`src/rtl/mem_arb_pkg.sv`:
```
// Shared definitions for the mem_arb memory arbiter: FSM states, requester IDs
// and the fetch-starvation threshold.
package mem_arb_pkg;

    typedef enum logic [1:0] {
        ST_RUN   = 2'd0,
        ST_DRAIN = 2'd1,
        ST_LOAD  = 2'd2
    } state_t;

    // Requester IDs double as bit positions in the per-requester vectors.
    typedef enum logic [1:0] {
        REQ_I    = 2'd0,
        REQ_D    = 2'd1,
        REQ_L    = 2'd2,
        REQ_NONE = 2'd3
    } req_id_t;

    localparam int NUM_REQ    = 3;
    localparam int STARVE_MAX = 4;
    localparam int STARVE_W   = $clog2(STARVE_MAX + 1);

endpackage

```
`src/rtl/arb_starve_cnt.sv`:
```
// Fetch starvation counter: counts denied fetch cycles in RUN and requests a
// one-cycle fetch override once the threshold is reached.
module arb_starve_cnt
    import mem_arb_pkg::*;
(
    input  logic clock,
    input  logic reset,
    input  logic count_en,
    input  logic starved,
    input  logic granted,
    output logic force_fetch
);

    logic [STARVE_W-1:0] count_reg;

    always_ff @(posedge clock) begin
        if (reset) begin
            count_reg <= '0;
        end else if (granted) begin
            count_reg <= '0;
        end else if (count_en && starved && (count_reg != STARVE_W'(STARVE_MAX))) begin
            count_reg <= count_reg + 1'b1;
        end
    end

    assign force_fetch = (count_reg == STARVE_W'(STARVE_MAX));

endmodule

```
`src/rtl/mem_arb.sv`:
```
// Single-port memory arbiter between CPU fetch, CPU data and an external loader.
// Define MEM_ARB_STARVE_EN to enable the fetch starvation override.
module mem_arb
    import mem_arb_pkg::*;
(
    input  logic        clock,
    input  logic        reset,
    input  logic        load_mode,
    input  logic        i_req,
    input  logic [31:0] i_addr,
    output logic        i_gnt,
    output logic        i_rvalid,
    output logic [31:0] i_rdata,
    input  logic        d_req,
    input  logic        d_we,
    input  logic [31:0] d_addr,
    input  logic [31:0] d_wdata,
    output logic        d_gnt,
    output logic        d_rvalid,
    output logic [31:0] d_rdata,
    input  logic        l_req,
    input  logic        l_we,
    input  logic [31:0] l_addr,
    input  logic [31:0] l_wdata,
    output logic        l_gnt,
    output logic        l_rvalid,
    output logic [31:0] l_rdata,
    output logic        m_en,
    output logic        m_we,
    output logic [31:0] m_addr,
    output logic [31:0] m_wdata,
    input  logic [31:0] m_rdata,
    output logic        cpu_hold
);

    state_t               state_reg;
    logic [NUM_REQ-1:0]   gnt;
    logic [NUM_REQ-1:0]   we_vec;
    logic [31:0]          addr_vec  [NUM_REQ];
    logic [31:0]          wdata_vec [NUM_REQ];
    logic [NUM_REQ-1:0]   rd_owner_reg;
    logic [NUM_REQ-1:0]   rvalid_vec;
    logic [31:0]          rdata_vec [NUM_REQ];
    logic                 force_fetch;

    assign we_vec    = {l_we, d_we, 1'b0};
    assign addr_vec  = '{i_addr, d_addr, l_addr};
    assign wdata_vec = '{32'h0, d_wdata, l_wdata};

`ifdef MEM_ARB_STARVE_EN
    arb_starve_cnt u_starve (
        .clock       (clock),
        .reset       (reset),
        .count_en    (state_reg == ST_RUN),
        .starved     (i_req && !gnt[REQ_I]),
        .granted     (gnt[REQ_I]),
        .force_fetch (force_fetch)
    );
`else
    assign force_fetch = 1'b0;
`endif

    // Grants are held off while reset is asserted so nothing reaches memory.
    always_comb begin
        gnt = '0;
        if (!reset) begin
            case (state_reg)
                ST_RUN: begin
                    if (i_req && (force_fetch || !d_req)) begin
                        gnt[REQ_I] = 1'b1;
                    end else if (d_req) begin
                        gnt[REQ_D] = 1'b1;
                    end
                end
                ST_LOAD: begin
                    if (load_mode && l_req) begin
                        gnt[REQ_L] = 1'b1;
                    end
                end
                default: ;
            endcase
        end
    end

    always_comb begin
        m_we    = 1'b0;
        m_addr  = 32'h0;
        m_wdata = 32'h0;
        for (int k = 0; k < NUM_REQ; k++) begin
            if (gnt[k]) begin
                m_we    = we_vec[k];
                m_addr  = addr_vec[k];
                m_wdata = wdata_vec[k];
            end
        end
    end

    assign m_en  = |gnt;
    assign i_gnt = gnt[REQ_I];
    assign d_gnt = gnt[REQ_D];
    assign l_gnt = gnt[REQ_L];

    always_ff @(posedge clock) begin
        if (reset) begin
            state_reg    <= ST_RUN;
            rd_owner_reg <= '0;
        end else begin
            rd_owner_reg <= gnt & ~we_vec;
            case (state_reg)
                ST_RUN:   if (load_mode) state_reg <= ST_DRAIN;
                ST_DRAIN: state_reg <= load_mode ? ST_LOAD : ST_RUN;
                ST_LOAD:  if (!load_mode) state_reg <= ST_RUN;
                default:  state_reg <= ST_RUN;
            endcase
        end
    end

    // Read return path: reset cancels a return that would land this cycle.
    genvar gi;
    generate
        for (gi = 0; gi < NUM_REQ; gi++) begin : g_ret
            logic [31:0] rdata_hold_reg;

            assign rvalid_vec[gi] = rd_owner_reg[gi] && !reset;

            always_ff @(posedge clock) begin
                if (reset) begin
                    rdata_hold_reg <= 32'h0;
                end else if (rvalid_vec[gi]) begin
                    rdata_hold_reg <= m_rdata;
                end
            end

            assign rdata_vec[gi] = rvalid_vec[gi] ? m_rdata : rdata_hold_reg;
        end
    endgenerate

    assign i_rvalid = rvalid_vec[REQ_I];
    assign d_rvalid = rvalid_vec[REQ_D];
    assign l_rvalid = rvalid_vec[REQ_L];
    assign i_rdata  = rdata_vec[REQ_I];
    assign d_rdata  = rdata_vec[REQ_D];
    assign l_rdata  = rdata_vec[REQ_L];

    assign cpu_hold = !reset && ((state_reg != ST_RUN) || (i_req && !gnt[REQ_I]));

endmodule

```
`config.mk`:
```
export PLATFORM = sky130hd
export DESIGN_NAME = mem_arb
export DESIGN_NICKNAME = d
export VERILOG_FILES = /design/src/rtl/mem_arb_pkg.sv /design/src/rtl/arb_starve_cnt.sv /design/src/rtl/mem_arb.sv
export SDC_FILE = /design/constraint.sdc
export NUM_CORES = 1
export LEC_CHECK = 0
export CORE_AREA = 2 2 141 143
export CTS_BUF_LIST = sky130_fd_sc_hd__clkbuf_4
export CTS_CLUSTER_DIAMETER = 120
export DETAILED_ROUTE_END_ITERATION = 7
export DIE_AREA = 0 0 143 145
export PLACE_DENSITY = 0.68
export SYNTH_ARGS = -nofsm -noshare
export SYNTH_HDL_FRONTEND = slang
export SYNTH_HIERARCHICAL = 1
export SYNTH_SLANG_ARGS = --single-unit
```
`constraint.sdc`:
```
create_clock -name clock -period 4.3 [get_ports clock]
set_clock_uncertainty 0.05 [all_clocks]
set_input_delay 0.43 -clock clock [delete_from_list [all_inputs] [get_ports clock]]
set_output_delay 0.43 -clock clock [all_outputs]
set_load 0.02 [all_outputs]
```
==> impl_metrics.py <==
metrics = {
    "sta": {
        "finalSetupViolations": 0,
        "timing.final.crit_period_ns": 3.57,
        "final.setup.tns_ns": 0,
        "maxSlewViolCount": 0,
        "setup_slack_ns": 0.735,
        "max_freq_mhz": 280,
        "timing_worst_slew_pin_value_ns": 0.790,
        "timing.slew.headroom": 0.474,
        "unrepaired_setup_endpoints_after_global_routing": "false",
        "final_number_of_hold_violating_endpoints": 0,
        "finalCritPeriodShare": 0.829,
    },
    "run": {
        "max_cap_violations": 0,
    },
    "global_routing": {
        "globalRouteOverflowTotal": 0,
        "grt_pass1_wl_mm": 33.5,
        "first_global_vias": 5481,
        "antenna_found_initial": 4,
        "grt_use_total": 0.212,
        "grt_max_degree": 68,
    },
    "placement": {
        "post-place-ws_ns": 0.868,
        "place_congestion": 0.998,
        "dpl.hpwl_mm": 17.6,
        "port_buffer_count": 368,
    },
    "cells_and_area": {
        "area.growth.synth_to_final_pct": 71.3,
        "layout.filler_cells": 1830,
        "layout.core_utilization": 0.504,
        "num-nets-final": 1099,
        "drive_gt1_frac": 0.148,
        "largest_reg_flops": 96,
    },
    "setup_path": {
        "r2r_end": "rd_owner_reg[1]",
        "worst-endpoint-arrival_ns": 3.09,
        "rr_startpoint": "state_reg[0]",
        "cp_delay_by_family_top": "simple AND/OR/NAND/NOR gates",
        "crit_slowest_cell": "sky130_fd_sc_hd__or3_2",
        "worst-setup-path-type": "reg2out",
        "timing.critical_path.cells": "or3_2, nor2_8, a22o_1, clkdlybuf4s50_1",
        "worst-endpoint-required_ns": 3.82,
        "worstPathBufferInverterCount": 1,
        "logic_depth_of_the_worst_setup_path_including_buffers": 4,
        "reg2reg_setup_slack_ns": 2.66,
        "worstPathMaxFanout": 37,
        "worstSetupEndpointType": "output pin",
        "number_of_cells_traversed_by_the_worst_register_to_register_path": 2,
        "peak_per_stage_delay_on_the_critical_path_ns": 0.84,
        "startpoint_type": "register",
    },
    "die": {
        "die_height_um": 145,
        "io_pins": 369,
        "die_area_sq_um": 20700,
        "std_cell_rows": 51,
        "core_area_sq_um": 19200,
        "chipWidth_um": 143,
        "initial_utilization": 0.294,
    },
    "synthesis": {
        "syn-instance-count": 566,
        "dominantRegCellSynth": "sky130_fd_sc_hd__dfxtp_1",
        "net_count_after_synthesis": 766,
        "synthMostInstantiatedCell": "sky130_fd_sc_hd__dfxtp_1",
        "synth-seq-cells": 101,
        "synthTopCellsByCount": "sky130_fd_sc_hd__dfxtp_1, sky130_fd_sc_hd__nor2_1, sky130_fd_sc_hd__mux2_2, sky130_fd_sc_hd__mux2i_1, sky130_fd_sc_hd__a22o_1",
        "distinct_cell_type_count_of_the_synthesized_netlist": 24,
        "cells_taking_the_most_area_after_synthesis": "sky130_fd_sc_hd__dfxtp_1, sky130_fd_sc_hd__mux2_2, sky130_fd_sc_hd__mux2i_1, sky130_fd_sc_hd__nor2_1, sky130_fd_sc_hd__a22o_1",
        "netlist.top_cell.by_area": "sky130_fd_sc_hd__dfxtp_1",
        "synthesis.area_per_instance_sq_um": 9.99,
        "syn-cell-area_sq_um": 5660,
        "netlist.area_leader.share": 0.358,
        "share_of_flip_flops_with_an_asynchronous_set_or_reset": 0,
        "seq_area_frac_synth": 0.358,
        "yosysWarnings": 6,
        "number_of_flops_mapped_to_enable_cells_by_yosys": 0,
    },
    "clock_tree": {
        "clkLatencyLatePin_ns": 0.44,
        "cts.hold.buffers_added": 0,
        "path_clk_slew_ns": 0.16,
        "clock_tree.buffer_depth": 2,
        "numClockSinks": 101,
        "post_cts_resize_count": 0,
        "htree_levels": 3,
        "cts_tree": "yes",
        "number_of_buffers_created_by_cts": 9,
        "clock-root-buffer": "sky130_fd_sc_hd__clkbuf_4",
        "post-cts-setup-buffers": 0,
    },
    "worst_hold_path": {
        "min_path_cells": 2,
        "timing.hold.worst_endpoint": "g_ret[1].rdata_hold_reg[5]",
        "worst_hold_path_type": "in2reg",
        "worst_hold_startpoint": "reset",
    },
    "power": {
        "power.leakage_nw": 3.51,
        "irDropWorstVdd_mv": 0.150,
        "power_density_nw_per_um2": 229,
        "power_mw": 2.21,
    },
    "detailed_routing": {
        "dr.first_iter.drc_count": 294,
        "wl_per_cell_um": 19.4,
        "antenna_violating_nets_remaining": 0,
        "vias_per_cell": 4.76,
        "dr.pass1.iters": 4,
        "wirelength_mm": 22.7,
        "vias": 5571,
        "drc_errors": 0,
    },
    "status": {
        "status": "complete, no violations",
    },
}
==> through the flow <==
step	hold slack, ns	instance area, sq um	cells
after floorplan	0.404	5660	566
after global placement	0.416	9500	1153
after detailed placement	0.426	9500	1153
after CTS	0.378	9680	1169
after global routing	0.405	9690	1170
final	0.398	9690	1170
==> power by group <==
group | internal (mW) | leakage (nW) | total, mW | switching [mW]
Combinational | 0.344 | 2.60 | 0.621 | 0.277
Clock | 0.302 | 0.0947 | 0.624 | 0.323
Sequential | 0.958 | 0.819 | 0.969 | 0.0108
Total | 1.60 | 3.51 | 2.21 | 0.611
==> per-layer routing <==
layer,track usage,vias to the layer above,routed length [um]
li1,-,2732,-
met3,0.0640,13,1790
met4,0.0356,6,183
met1,0.257,2610,9150
met2,0.372,210,11600
met5,0,-,37
==> cell families (layout without fill, tap and decap cells) <==
group / count (synthesis) / in the layout / share of synthesized area
muxes: 192 / 192 / 0.361
buffers and inverters: 60 / 398 / 0.0507
xor gates and xnor gates: 1 / 1 / 0.00155
and+or+nand+nor: 113 / 113 / 0.0834
DFF: 101 / 101 / 0.358
AOI/OAI and AO/OA: 99 / 99 / 0.146
other: 0 / 1 / 0
==> layout make-up <==
class / instances / area [sq um] / area share
inverter: 3 / 11.3 / 0.00116
timing repair buffer: 379 / 3760 / 0.388
sequential: 101 / 2030 / 0.209
clock inverter: 6 / 110 / 0.0114
multi-input combinational: 405 / 3370 / 0.348
clock buffer: 10 / 75.1 / 0.00775
antenna: 1 / 2.50 / 0.000258
tap: 265 / 332 / 0.0342
==> cells in the final DEF, fill, tap and decap left out, drive strengths merged <==
cell and instances:
a211oi 1, a22o 33, a22oi 32, buf 13
bufinv 3, clkbuf 10, clkdlybuf4s50 366, clkinv 1
clkinvlp 1, dfxtp 101, diode 1, inv 4
mux2 96, mux2i 96, nand2 1, nand2b 3
nor2 100, nor2b 4, nor3 3, nor4 1
o21bai 1, o2bb2ai 32, or3 1, xnor2 1
==> worst max-delay path by stage <==
stage	startpoint	endpoint
after CTS	state_reg[0]	m_wdata[16]
after detailed placement	reset	m_wdata[16]
after floorplan	d_req	m_addr[10]
final	state_reg[0]	m_wdata[16]
after global routing	state_reg[0]	m_wdata[16]
after global placement	reset	m_wdata[26]
(Power assumes the default switching activity.)
